==> config.mk <==
export PLATFORM = sky130hd
export DESIGN_NAME = alu_exec
export DESIGN_NICKNAME = d
export VERILOG_FILES = /design/src/rtl/alu_exec.sv
export SDC_FILE = /design/constraint.sdc
export NUM_CORES = 1
export LEC_CHECK = 0
export CAP_MARGIN = 40
export CORE_ASPECT_RATIO = 0.75
export CORE_MARGIN = 3
export CORE_UTILIZATION = 44
export CTS_BUF_LIST = sky130_fd_sc_hd__clkbuf_2
export CTS_CLUSTER_DIAMETER = 80
export CTS_CLUSTER_SIZE = 20
export DETAILED_ROUTE_END_ITERATION = 8
export HOLD_SLACK_MARGIN = 0.1
export REMOVE_ABC_BUFFERS = 1
export SLEW_MARGIN = 10
export SYNTH_ARGS = -nofsm -noshare
export SYNTH_HDL_FRONTEND = slang
export SYNTH_SLANG_ARGS = --single-unit
==> constraint.sdc <==
create_clock -name clk -period 7.5 [get_ports clk]
set_clock_uncertainty 0.2 [all_clocks]
set_input_delay 2.25 -clock clk [delete_from_list [all_inputs] [get_ports clk]]
set_output_delay 2.25 -clock clk [all_outputs]
set_load 0.03 [all_outputs]
==> src/rtl/alu_exec.sv <==
// alu_exec: multi-cycle execute stage feeding the register file write port.
// Single-cycle logic/arithmetic, 1-bit-per-cycle shifts, 32-step shift-add multiply.
module alu_exec #(
  parameter int unsigned DATA_W = 32,
  parameter int unsigned ADDR_W = 3
) (
  input  logic              clk,
  input  logic              rst,
  input  logic              start,
  input  logic [3:0]        op,
  input  logic [ADDR_W-1:0] rd,
  input  logic [DATA_W-1:0] r_val_0,
  input  logic [DATA_W-1:0] r_val_1,
  output logic              busy,
  output logic [DATA_W-1:0] w_alu,
  output logic [ADDR_W-1:0] w_addr,
  output logic              w_enable,
  output logic [3:0]        flags,
  output logic              illegal
);

  localparam int unsigned SH_W  = $clog2(DATA_W);
  localparam int unsigned CNT_W = SH_W + 1;
  localparam int unsigned MSB   = DATA_W - 1;

  localparam logic [3:0] OP_ADD = 4'd0;
  localparam logic [3:0] OP_SUB = 4'd1;
  localparam logic [3:0] OP_AND = 4'd2;
  localparam logic [3:0] OP_OR  = 4'd3;
  localparam logic [3:0] OP_XOR = 4'd4;
  localparam logic [3:0] OP_NOT = 4'd5;
  localparam logic [3:0] OP_LSL = 4'd6;
  localparam logic [3:0] OP_LSR = 4'd7;
  localparam logic [3:0] OP_ASR = 4'd8;
  localparam logic [3:0] OP_MUL = 4'd9;

  typedef enum logic {IDLE, RUN} state_t;

  state_t              state_q, state_d;
  logic                busy_d;
  logic [3:0]          op_q, op_d;
  logic [ADDR_W-1:0]   rd_q, rd_d;
  logic [DATA_W-1:0]   a_q, a_d;       // operand A / shift value / multiplicand
  logic [DATA_W-1:0]   b_q, b_d;       // operand B / multiplier
  logic [DATA_W-1:0]   acc_q, acc_d;   // multiply accumulator
  logic [CNT_W-1:0]    cnt_q, cnt_d;   // remaining iteration steps
  logic                cy_q, cy_d;     // last bit shifted out
  logic [DATA_W-1:0]   w_alu_d;
  logic [ADDR_W-1:0]   w_addr_d;
  logic                w_enable_d;
  logic [3:0]          flags_d;
  logic                illegal_d;

  logic [DATA_W:0]     sum;
  logic [DATA_W:0]     diff;
  logic [DATA_W-1:0]   res;
  logic                res_c;
  logic                res_v;
  logic                res_legal;

  // State and output registers with synchronous reset.
  always_ff @(posedge clk) begin
    if (rst) begin
      state_q  <= IDLE;
      busy     <= 1'b0;
      op_q     <= '0;
      rd_q     <= '0;
      a_q      <= '0;
      b_q      <= '0;
      acc_q    <= '0;
      cnt_q    <= '0;
      cy_q     <= 1'b0;
      w_alu    <= '0;
      w_addr   <= '0;
      w_enable <= 1'b0;
      flags    <= '0;
      illegal  <= 1'b0;
    end else begin
      state_q  <= state_d;
      busy     <= busy_d;
      op_q     <= op_d;
      rd_q     <= rd_d;
      a_q      <= a_d;
      b_q      <= b_d;
      acc_q    <= acc_d;
      cnt_q    <= cnt_d;
      cy_q     <= cy_d;
      w_alu    <= w_alu_d;
      w_addr   <= w_addr_d;
      w_enable <= w_enable_d;
      flags    <= flags_d;
      illegal  <= illegal_d;
    end
  end

  // Final result and carry/overflow from the latched (or iterated) operands.
  always_comb begin
    sum       = {1'b0, a_q} + {1'b0, b_q};
    diff      = {1'b0, a_q} - {1'b0, b_q};
    res       = '0;
    res_c     = 1'b0;
    res_v     = 1'b0;
    res_legal = 1'b1;
    case (op_q)
      OP_ADD: begin
        res   = sum[MSB:0];
        res_c = sum[DATA_W];
        res_v = (a_q[MSB] == b_q[MSB]) && (sum[MSB] != a_q[MSB]);
      end
      OP_SUB: begin
        res   = diff[MSB:0];
        res_c = ~diff[DATA_W];
        res_v = (a_q[MSB] != b_q[MSB]) && (diff[MSB] != a_q[MSB]);
      end
      OP_AND: res = a_q & b_q;
      OP_OR:  res = a_q | b_q;
      OP_XOR: res = a_q ^ b_q;
      OP_NOT: res = ~a_q;
      OP_LSL, OP_LSR, OP_ASR: begin
        res   = a_q;
        res_c = cy_q;
      end
      OP_MUL: res = acc_q;
      default: res_legal = 1'b0;
    endcase
  end

  // Next-state: accept in IDLE, iterate in RUN, write back when the count runs out.
  always_comb begin
    state_d    = state_q;
    busy_d     = busy;
    op_d       = op_q;
    rd_d       = rd_q;
    a_d        = a_q;
    b_d        = b_q;
    acc_d      = acc_q;
    cnt_d      = cnt_q;
    cy_d       = cy_q;
    w_alu_d    = w_alu;
    w_addr_d   = w_addr;
    w_enable_d = 1'b0;
    flags_d    = flags;
    illegal_d  = 1'b0;
    case (state_q)
      IDLE: begin
        if (start) begin
          state_d = RUN;
          busy_d  = 1'b1;
          op_d    = op;
          rd_d    = rd;
          a_d     = r_val_0;
          b_d     = r_val_1;
          acc_d   = '0;
          cy_d    = 1'b0;
          case (op)
            OP_LSL, OP_LSR, OP_ASR: cnt_d = CNT_W'(r_val_1[SH_W-1:0]);
            OP_MUL:                 cnt_d = CNT_W'(DATA_W);
            default:                cnt_d = '0;
          endcase
        end
      end
      RUN: begin
        if (cnt_q != '0) begin
          cnt_d = cnt_q - CNT_W'(1);
          case (op_q)
            OP_LSL: begin
              cy_d = a_q[MSB];
              a_d  = {a_q[MSB-1:0], 1'b0};
            end
            OP_LSR: begin
              cy_d = a_q[0];
              a_d  = {1'b0, a_q[MSB:1]};
            end
            OP_ASR: begin
              cy_d = a_q[0];
              a_d  = {a_q[MSB], a_q[MSB:1]};
            end
            OP_MUL: begin
              if (b_q[0]) acc_d = acc_q + a_q;
              a_d = {a_q[MSB-1:0], 1'b0};
              b_d = {1'b0, b_q[MSB:1]};
            end
            default: ;
          endcase
        end else begin
          state_d = IDLE;
          busy_d  = 1'b0;
          if (res_legal) begin
            w_alu_d    = res;
            w_addr_d   = rd_q;
            flags_d    = {res[MSB], (res == '0), res_c, res_v};
            w_enable_d = 1'b1;
          end else begin
            illegal_d = 1'b1;
          end
        end
      end
      default: begin
        state_d = IDLE;
        busy_d  = 1'b0;
      end
    endcase
  end

endmodule

# After elaboration in Yosys (flattened, before gate mapping)
# Cells that the tools add are included.
# totals
register_bits	153
# classes
add_sub_neg	4
n_eq_ne	26
muxes	33
bitwise	7
reduce_logical	20
# op_table
cell	n
$mux W32	9
$pmux W32 S8	1
$pmux W32 S2	3
$pmux W32 S3	1
$add A32 B32 Y33	1
$sub A32 B32 Y33	1
$add A32 B32 Y32	1
$and A32 B32 Y32	1
$logic_not A32 Y1	1
$not A32 Y32	1
$or A32 B32 Y32	1
$xor A32 B32 Y32	1
$eq A4 B3 Y1 const B	6
$pmux W6 S2	2
$eq A4 B4 Y1 const B	4
$mux W6	2
$reduce_and A3 Y1	4
$pmux W1 S2	5
$reduce_or A10 Y1	1
$mux W1	9
$reduce_or A3 Y1	3
$eq A4 B2 Y1 const B	2
$reduce_and A4 Y1	2
$ne A2 B1 Y1 const B	3
other kinds (14)	25

# Logic depth before layout (Yosys ltp)
# Gate-level depths: netlist (run 1).
# logic_depth
word_depth	5
mapped_depth	15
depth_no_buf	15

# Worst setup path before layout (run 1)
# No wires, ideal clock.
# synth_path
path_type	input to register
start	input start
end	register acc_q[28]
setup_time_ps	123
arrival_time_ps	3771
setup_slack_ps	3405
stages	8
cell_sequence	o21ai_0 nor2_1 o21ai_0 nor2_1 nand2_1 nor3b_1 mux2_2 or2_2
# synth_between
elab_chain_len	2
# synth_rtl
item	line_no	rtl
start, declared	9	input logic start,
$ne A2 B2 Y1 (no line)	--	
$reduce_and A4 Y1 (no line)	--	
end signal, assigned	70	acc_q <= '0;
end signal, assigned	85	acc_q <= acc_d;
end, declared	45	logic [DATA_W-1:0] acc_q, acc_d;
# Every way passes these cells.
# A chain may end at the register's enable or synchronous reset.

# Worst setup path after layout (run 1)
# layout_path
start	register a_q[6]
end	register flags[2]
# layout_between
elab_chain_len	3
word_cells_on_any_way	8
cone_classes	add/sub: 2; mux: 1; bitwise: 4; reduce/logical: 1
# layout_rtl
item	line_no	rtl
start, declared	43	logic [DATA_W-1:0] a_q, a_d;
start signal, assigned	68	a_q <= '0;
start signal, assigned	83	a_q <= a_d;
$sub A32 B32 Y33, or another cell as far along	99	diff = {1'b0, a_q} - {1'b0, b_q};
$pmux W32 S8 *	104	case (op_q)
$logic_not A32 Y1 *	191	flags_d = {res[MSB], (res == '0), res_c, res_v};
end signal, assigned	91	flags <= flags_d;
end, declared	18	output logic [3:0] flags,
# Every way passes the cells marked *; elsewhere a longest branch is shown, timed or not.

==> results.sh, run 1 <==
export IMPL_syn_avg_cell_area_sq_um=7.307
export IMPL_grtUsageTotal=0.3186
export IMPL_route_vias_total=15670
export IMPL_nets=2233
export IMPL_clk_pin_slew_ns=0.34
export IMPL_numClockSinks=152
export IMPL_rows=56
export IMPL_power_mw=3.831
export IMPL_hold_buffers=0
export IMPL_cp_required_ns=8.17
export IMPL_path_cells="inv_1 > ha_1 > nor2b_1 > o311ai_0 > a21oi_1 > o21ai_0 > a221o_1 > a2111oi_0 > or4b_1 > nor4_2 > nand4_1 > nand2_1"
export IMPL_cts_resized=0
export IMPL_dp_hpwl_mm=42.56
export IMPL_synth_seq_cells=152
export IMPL_root_buffer="clkbuf_2"
export IMPL_slew_headroom=0.2759
export IMPL_core_area_sq_um=31810
export IMPL_grt_overflow_total=0
export IMPL_fp_dieW_um=215.1
export IMPL_reg2reg_from="a_q[6]$_SDFFE_PP0P_"
export IMPL_yosys_cell_types_count=85
export IMPL_cts_max_level=4
export IMPL_cap_viol_max_count=0
export IMPL_criticalPathCategory="reg -> reg"
export IMPL_worst_path_max_fanout=13
export IMPL_worstMarginPinSlew_ns=1.072
export IMPL_cp_arrival_ns=5.70
export IMPL_cts_tree="yes"
export IMPL_rrSetupSlack_ns=2.47
export IMPL_grt_start_max_net_pins=63
export IMPL_dr_pass1_iters=6
export IMPL_io_buffer_count=115
export IMPL_rsz0062_at_grt="no"
export IMPL_yosys_warnings=0
export IMPL_cpPeakStageDelay_ns=0.79
export IMPL_antenna_found_initial=2
export IMPL_fp_dieArea_sq_um=35030
export IMPL_drc=0
export IMPL_power_density_nw_per_um2=234.7
export IMPL_fp_dieH_um=162.8
export IMPL_tns_ns=0
export IMPL_grt_pass1_wl_mm=87.31
export IMPL_hp_class="reg -> reg"
export IMPL_clock_path_buffers=2
export IMPL_layout_cells_non_filler=2471
export IMPL_ys_async_sr_fraction=0
export IMPL_cp_top_family="compound AO/OA/AOI/OAI gates"
export IMPL_drv_slew=0
export IMPL_path_buf_inv=1
export IMPL_drive_above_1_share=0.05564
export IMPL_hp_start="rd_q[1]$_SDFFE_PP0P_"
export IMPL_layout_min_cycle_time_ns=5.028
export IMPL_pin_count=116
export IMPL_min_path_cells=2
export IMPL_hold_violations=0
export IMPL_postCtsSetupRepairBufs=0
export IMPL_crit_cells=12
export IMPL_p_leak_nw=6.558
export IMPL_critical_path_slowest_cell="a21oi_1"
export IMPL_drt_iter0_markers=1850
export IMPL_period_share=0.6704
export IMPL_whs_ns=0.2662
export IMPL_holdPathEnd="w_addr[1]$_SDFFE_PP0P_"
export IMPL_start_util=0.4537
export IMPL_ir_worst_vdd_mv=0.1176
export IMPL_r2r_end="flags[2]$_SDFFE_PP0P_"
export IMPL_final_common_cell="nor2_1"
export IMPL_dp_cells=2434
export IMPL_setup_viol=0
export IMPL_syn_to_final_growth_pct=13.11
export IMPL_layout_common_cells="271 x nor2_1, 171 x a21oi_1, 150 x dfxtp_1"
export IMPL_wire_per_inst_um=23.27
export IMPL_vias_per_cell=6.342
export IMPL_clk_latency_ns=0.91
export IMPL_ant_nets=0
export IMPL_r2r_cells=12
export IMPL_gp_congestion=1.007
export IMPL_fmax_mhz=198.9
export IMPL_synth_main_ff_cell="dfxtp_1"
export IMPL_synth_edf_count=0
export IMPL_grt_pass1_vias=14200
export IMPL_seq_area_frac_synth=0.2109
export IMPL_netlist_area_sq_um=14430
export IMPL_critPathLaunchType="register"
export IMPL_end_kind="register"
export IMPL_synth_cells=1975
export IMPL_numCtsBuffers=17
export IMPL_wl_mm=57.51
export IMPL_status="finished clean"
## through the flow
step                      cell area [sq um]  utilization  setup slack, ns
final                                 16320       0.5131            2.472
after global routing                  16320       0.5129            2.217
after CTS                             16310       0.5127            2.626
after detailed placement              16040       0.5041            2.168
after global placement                15980       0.5024            2.310
after floorplan                       13910            -           -2.080
## where the power goes
part	switching, mW	internal (mW)	total (mW)
logic	1.43	0.770	2.20
clock network	0.421	0.125	0.546
registers	0.173	0.914	1.09
total	2.02	1.81	3.83
## routing by layer
| layer | share of wire | track usage | wire [um] |
|---|---|---|---|
| met3 | 0.12 | 0.07982 | 6696 |
| met5 | 0 | 0 | 0 |
| met1 | 0.47 | 0.4859 | 27080 |
| met4 | 0.019 | 0.07115 | 1101 |
| met2 | 0.39 | 0.4445 | 22630 |
## worst max-delay path by stage
stage	startpoint	endpoint	slack, ns
final	a_q[6]$_SDFFE_PP0P_	flags[2]$_SDFFE_PP0P_	2.47
after CTS	a_q[6]$_SDFFE_PP0P_	flags[2]$_SDFFE_PP0P_	2.63
after detailed placement	start	a_q[10]$_SDFFE_PP0P_	2.17
after floorplan	op_q[0]$_SDFFE_PP0P_	acc_q[28]$_SDFFE_PP0P_	-2.08
after global routing	a_q[6]$_SDFFE_PP0P_	flags[2]$_SDFFE_PP0P_	2.22
after global placement	start	a_q[13]$_SDFFE_PP0P_	2.31
## flip-flops by register name, indices dropped and copies added (netlist names), 3 cells and up
signal	count
a_q	32
acc_q	32
b_q	32
w_alu	31
cnt_q	6
flags	4
op_q	4
rd_q	3
w_addr	3
## area by class of cell
class	instances	area, sq um
fill	3181	15490
multi-input combinational	1578	10540
sequential	152	3048
timing repair buffer	156	1481
tap	435	544.3
inverter	113	424.2
clock inverter	15	188.9
clock buffer	17	85.08
antenna	5	12.51
## kinds of logic (layout without fill, tap and decap cells)
family	Yosys count	in the layout	share of synthesized area
muxes	76	76	0.05297
buffers and inverters	245	301	0.06520
and+or+nand+nor	688	688	0.2267
xor gates and xnor gates	34	34	0.02063
other	0	5	0
AOI/OAI and AO/OA	639	639	0.2998
DFF	152	152	0.2109
adders and majority gates	141	141	0.1238
## worst register-to-register path: cells and delay by family, from the launching register on
family / cells / cell delay, ns
AO/OA/AOI/OAI: 5 / 2.24
buffers and inverters: 1 / 0.08
flip-flops: 1 / 0.61
AND/OR/NAND/NOR: 5 / 1.38
adder cells (fa/ha/maj): 1 / 0.53
## synth_stat cells (17+ instances only)
| library cell | count | area, sq um |
|---|---|---|
| clkbuf_1 | 109 | 409.1 |
| o21ai_0 | 96 | 480.5 |
| nor3_1 | 56 | 280.3 |
| a21o_1 | 25 | 187.7 |
| ha_1 | 138 | 1727 |
| a22oi_1 | 28 | 210.2 |
| a21oi_1 | 172 | 860.8 |
| mux2i_1 | 73 | 730.7 |
| nand3_1 | 43 | 215.2 |
| inv_1 | 111 | 416.7 |
| a31oi_1 | 24 | 150.1 |
| dfxtp_1 | 152 | 3043 |
| a211oi_1 | 96 | 720.7 |
| nor2b_1 | 20 | 125.1 |
| nor2_1 | 273 | 1025 |
| xnor2_1 | 23 | 201.4 |
| nand2_1 | 149 | 559.3 |
| o211ai_1 | 20 | 150.1 |
| nand2b_1 | 17 | 106.4 |
No activity file was read; power rests on OpenSTA's default activity.
==> run 2, diff against run 1 <==
Settings changed: PLACE_DENSITY from default to 0.66.
Clock period 7.5 ns to 4.1 ns, I/O delays scaled along.
==> results.sh, run 2 (synthesis results as in run 1) <==
export IMPL_final_common_cell="nor2_1"
export IMPL_fmax_mhz=246.4
export IMPL_drt_iter0_markers=2057
export IMPL_setup_viol=0
export IMPL_p_leak_nw=7.690
export IMPL_grt_pass1_wl_mm=95.21
export IMPL_slew_headroom=0.3160
export IMPL_clk_latency_ns=0.93
export IMPL_period_share=0.9899
export IMPL_drive_above_1_share=0.1713
export IMPL_fp_dieH_um=162.8
export IMPL_tns_ns=0
export IMPL_grt_start_max_net_pins=65
export IMPL_dp_hpwl_mm=49.35
export IMPL_grt_pass1_vias=15650
export IMPL_wl_mm=63.44
export IMPL_gp_congestion=1.030
export IMPL_cp_arrival_ns=4.73
export IMPL_start_util=0.4537
export IMPL_cap_viol_max_count=0
export IMPL_cts_max_level=4
export IMPL_fp_dieArea_sq_um=35030
export IMPL_fp_dieW_um=215.1
export IMPL_grt_overflow_total=0
export IMPL_status="finished clean"
export IMPL_power_mw=7.951
export IMPL_ir_worst_vdd_mv=0.2675
export IMPL_clk_pin_slew_ns=0.32
export IMPL_grtUsageTotal=0.3511
export IMPL_io_buffer_count=115
export IMPL_hold_violations=0
export IMPL_syn_to_final_growth_pct=26.60
export IMPL_numClockSinks=152
export IMPL_pin_count=116
export IMPL_criticalPathCategory="reg -> reg"
export IMPL_layout_min_cycle_time_ns=4.058
export IMPL_ant_nets=0
export IMPL_wire_per_inst_um=23.64
export IMPL_drc=0
export IMPL_rows=56
export IMPL_cp_required_ns=4.77
export IMPL_numCtsBuffers=17
export IMPL_route_vias_total=16780
export IMPL_end_kind="register"
export IMPL_dr_pass1_iters=8
export IMPL_hp_class="reg -> reg"
export IMPL_worstMarginPinSlew_ns=1.024
export IMPL_fill_cells=3133
export IMPL_critPathLaunchType="register"
export IMPL_largest_registers="a_q (32), acc_q (32), b_q (32)"
export IMPL_drv_slew=0
export IMPL_vias_per_cell=6.251
export IMPL_layout_common_cells="269 x nor2_1, 253 x buf_4, 169 x a21oi_1"
export IMPL_root_buffer="clkbuf_2"
export IMPL_antenna_found_initial=1
export IMPL_nets=2450
export IMPL_power_density_nw_per_um2=435.2
export IMPL_clock_path_buffers=2
export IMPL_worst_path_max_fanout=7
export IMPL_core_area_sq_um=31810
export IMPL_cts_tree="yes"
export IMPL_hold_buffers=0
==> run 2: final cells by class <==
type                       instances  area (sq um)  area share
antenna                            1         2.502   0.0001370
clock buffer                      17         85.08    0.004657
clock inverter                    15         178.9    0.009793
inverter                         113         424.2     0.02322
multi-input combinational       1578         10820      0.5923
sequential                       152          3068      0.1679
tap                              435         544.3     0.02979
timing repair buffer             373          3146      0.1722
==> run 2: per-layer routing <==
metal / wire, um / GRT usage
met4: 972 / 0.07565
met3: 7111 / 0.08784
met5: 0 / 0
met2: 25590 / 0.5048
met1: 29770 / 0.5249
==> run 2: power by group <==
group / leakage, nW / internal [mW] / total [mW] / switching [mW]
Combinational: 6.29 / 2.05 / 5.10 / 3.05
Clock: 0.149 / 0.214 / 1.01 / 0.800
Sequential: 1.25 / 1.68 / 1.84 / 0.161
==> run 2: stage by stage <==
stage / setup slack, ns / hold slack, ns / util / instances / area, sq um
detailed placement: -0.2732 / 0.2458 / 0.5559 / 2649 / 17680
CTS: 0.008909 / 0.2738 / 0.5669 / 2681 / 18030
finish: 0.04159 / 0.2725 / 0.5743 / 2684 / 18270
global route: -0.04505 / 0.2958 / 0.5743 / 2684 / 18270
floorplan: -5.480 / 0.2260 / - / 1843 / 13910
global placement: -0.2816 / 0.2369 / 0.5558 / 2648 / 17680
==> run 2: critical path, cell delays in order (launching register included) <==
cell and delay, ns:
dfxtp_1 0.39, buf_4 0.18, ha_1 0.42, a21o_1 0.21, a21oi_1 0.19, a31oi_1 0.11, buf_4 0.17, a31oi_1 0.24
o21ai_1 0.09, buf_4 0.15, a31oi_1 0.57, o21a_1 0.26, o21ai_0 0.13, xnor2_1 0.15, or4_1 0.40, a31oi_1 0.16
==> run 2: timing repair <==
item / 4_1_cts / 5_1_grt
buffers inserted: 0 / 2
resized for setup: 21 / 57
pin swaps: 1 / 10
setup endpoints to repair: 7 / 8
==> run 2: path summary, 6_finish.rpt <==
kind | cells past startpoint | from | end | slack [ns]
worst max-delay path | 15 | a_q[4]$_SDFFE_PP0P_ | acc_q[31]$_SDFFE_PP0P_ | 0.04
worst min-delay path | 2 | w_addr[0]$_SDFFE_PP0P_ | w_addr[0]$_SDFFE_PP0P_ | 0.27
worst max register to register | 15 | a_q[4]$_SDFFE_PP0P_ | acc_q[31]$_SDFFE_PP0P_ | 0.04
worst min register to register | 2 | w_addr[0]$_SDFFE_PP0P_ | w_addr[0]$_SDFFE_PP0P_ | 0.27
==> run 3, diff against run 2 <==
Settings changed: PLACE_DENSITY 0.66 to default, PLACE_DENSITY_LB_ADDON from default to 0.08.
==> results.sh, run 3 (synthesis results as in run 1) <==
export IMPL_status="finished, violations left"
export IMPL_violations="setup timing"
export IMPL_setup_viol=1
export IMPL_power_density_nw_per_um2=434.7
export IMPL_critPathCapture="flags[2]$_SDFFE_PP0P_"
export IMPL_root_buffer="clkbuf_2"
export IMPL_cap_viol_max_count=0
export IMPL_hp_class="reg -> reg"
export IMPL_ir_worst_vdd_mv=0.2538
export IMPL_nets=2440
export IMPL_cp_required_ns=4.79
export IMPL_rsz0062_at_grt="yes"
export IMPL_cp_arrival_ns=4.79
export IMPL_wl_mm=62.85
export IMPL_numCtsBuffers=17
export IMPL_grt_start_max_net_pins=145
export IMPL_fmax_mhz=243.6
export IMPL_period_share=1.001
export IMPL_dp_hpwl_mm=48.20
export IMPL_criticalPathCategory="reg -> reg"
export IMPL_hold_violations=0
export IMPL_drc=0
export IMPL_cts_tree="yes"
export IMPL_antenna_found_initial=2
export IMPL_critical_path_slowest_cell="dfxtp_2"
export IMPL_r2r_cells=17
export IMPL_setup_slack_ns=-0.005064
export IMPL_io_buffer_count=115
export IMPL_wire_per_inst_um=23.50
export IMPL_layout_min_cycle_time_ns=4.105
export IMPL_worstMarginPinSlew_ns=0.8062
export IMPL_dpl_instance_area_sq_um=17620
export IMPL_fin_area_sq_um=18200
export IMPL_p_leak_nw=7.661
export IMPL_core_area_sq_um=31810
export IMPL_largest_registers="a_q (32), acc_q (32), b_q (32)"
export IMPL_drt_iter0_markers=1923
export IMPL_cts_max_level=4
export IMPL_path_cells="buf_4 > ha_2 > inv_1 > fa_1 > nand2b_1 > a211o_4 > a21oi_2 > a21oi_2 > buf_4 > o21a_1 > o31ai_4 > buf_4 > mux2i_1 > a311oi_2 > nor4bb_4 > nand4_1 > nand2_1"
export IMPL_gp_congestion=1.017
export IMPL_start_util=0.4537
export IMPL_pre_cts_ws_ns=-0.2877
export IMPL_clk_pin_slew_ns=0.33
export IMPL_vias_per_cell=6.205
export IMPL_ant_nets=0
export IMPL_route_vias_total=16590
export IMPL_reg2reg_from="a_q[0]$_SDFFE_PP0P_"
export IMPL_grtUsageTotal=0.3487
export IMPL_rows=56
export IMPL_pin_count=116
export IMPL_critPathLaunchType="register"
export IMPL_fp_dieW_um=215.1
export IMPL_cpPeakStageDelay_ns=0.41
export IMPL_hold_buffers=0
export IMPL_tns_ns=-0.005064
export IMPL_dr_pass1_iters=7
export IMPL_clock_path_buffers=2
export IMPL_drive_above_1_share=0.1635
export IMPL_drv_slew=0
export IMPL_dp_cells=2638
export IMPL_rrSetupSlack_ns=-0.005
export IMPL_end_kind="register"
export IMPL_grt_overflow_total=0
export IMPL_fp_dieH_um=162.8
export IMPL_critPathLaunch="a_q[0]$_SDFFE_PP0P_"
export IMPL_clk_latency_ns=0.92
export IMPL_fp_dieArea_sq_um=35030
export IMPL_slew_headroom=0.4626
export IMPL_numClockSinks=152
export IMPL_worst_path_max_fanout=6
export IMPL_whs_ns=0.2699
export IMPL_layout_cells_non_filler=2674
export IMPL_syn_to_final_growth_pct=26.11
export IMPL_grt_pass1_vias=15390
export IMPL_r2r_end="flags[2]$_SDFFE_PP0P_"
export IMPL_grt_pass1_wl_mm=94.59
export IMPL_layout_common_cells="271 x nor2_1, 241 x buf_4, 168 x a21oi_1"
export IMPL_final_common_cell="nor2_1"
export IMPL_critical_path_most_common_cell="buf_4"
==> run 3: cell types whose count changed in the layout (fill, tap and decap cells not counted), sizes merged <==
| cell | previous run | this run |
|---|---|---|
| buf | 259 | 249 |
| clkinv | 8 | 11 |
| clkinvlp | 2 | 0 |
| inv | 118 | 117 |
==> run 3: critical path, delay by kind of cell (launching register included) <==
kind            cells  cell delay [ns]
mux                 1             0.08
flops               1             0.41
fa+ha+maj           2             0.58
simple gates        4             0.71
compound gates      6             1.54
buf+inv             4             0.52
==> run 3: how the worst min path moves through the flow <==
stage                          from                      to  slack, ns  depth (start not counted)
5_1_grt        rd_q[1]$_SDFFE_PP0P_  w_addr[1]$_SDFFE_PP0P_       0.28                          2
4_1_cts        rd_q[2]$_SDFFE_PP0P_  w_addr[2]$_SDFFE_PP0P_       0.27                          2
6_report       rd_q[1]$_SDFFE_PP0P_  w_addr[1]$_SDFFE_PP0P_       0.27                          2
3_3_place_gp   rd_q[2]$_SDFFE_PP0P_  w_addr[2]$_SDFFE_PP0P_       0.24                          2
2_1_floorplan  rd_q[0]$_SDFFE_PP0P_  w_addr[0]$_SDFFE_PP0P_       0.23                          2
3_5_place_dp   rd_q[2]$_SDFFE_PP0P_  w_addr[2]$_SDFFE_PP0P_       0.25                          2
==> run 3: area by class of cell <==
cell class	instances	area (sq um)
diodes	1	2.502
clock buffers	17	85.08
clock inverters	15	198.9
fillers	3178	13610
inverters	113	424.2
multi-input cells	1578	10780
flip-flops and latches	152	3059
well taps	435	544.3
repair buffers	363	3109
==> run 3: routing by layer <==
metal	up-vias	part of all wire	wire (um)	track usage
li1	7765	-	-	-
met1	7856	0.47	29450	0.5141
met2	873	0.40	25200	0.4991
met3	96	0.11	7032	0.09978
met4	2	0.018	1161	0.07835
met5	-	0.00021	13	0
==> run 3: repair_timing <==
| action | CTS | global route |
|---|---|---|
| setup buffers | 0 | 3 |
| pin swaps | 0 | 6 |
| endpoints found under the setup margin | 8 | 12 |
| gates resized for setup | 17 | 54 |
==> run 3: where the power goes <==
group / internal (mW) / total (mW) / switching (mW)
Clock: 0.226 / 1.01 / 0.784
Combinational: 2.04 / 5.06 / 3.01
Sequential: 1.67 / 1.84 / 0.169
==> run 3: stage by stage <==
| step | util | total power [mW] |
|---|---|---|
| 5_1_grt | 0.5721 | 8.363 |
| 3_3_place_gp | 0.5523 | 6.564 |
| 3_5_place_dp | 0.5540 | 6.606 |
| 2_1_floorplan | - | 4.502 |
| 4_1_cts | 0.5655 | 7.663 |
| 6_report | 0.5721 | 7.911 |
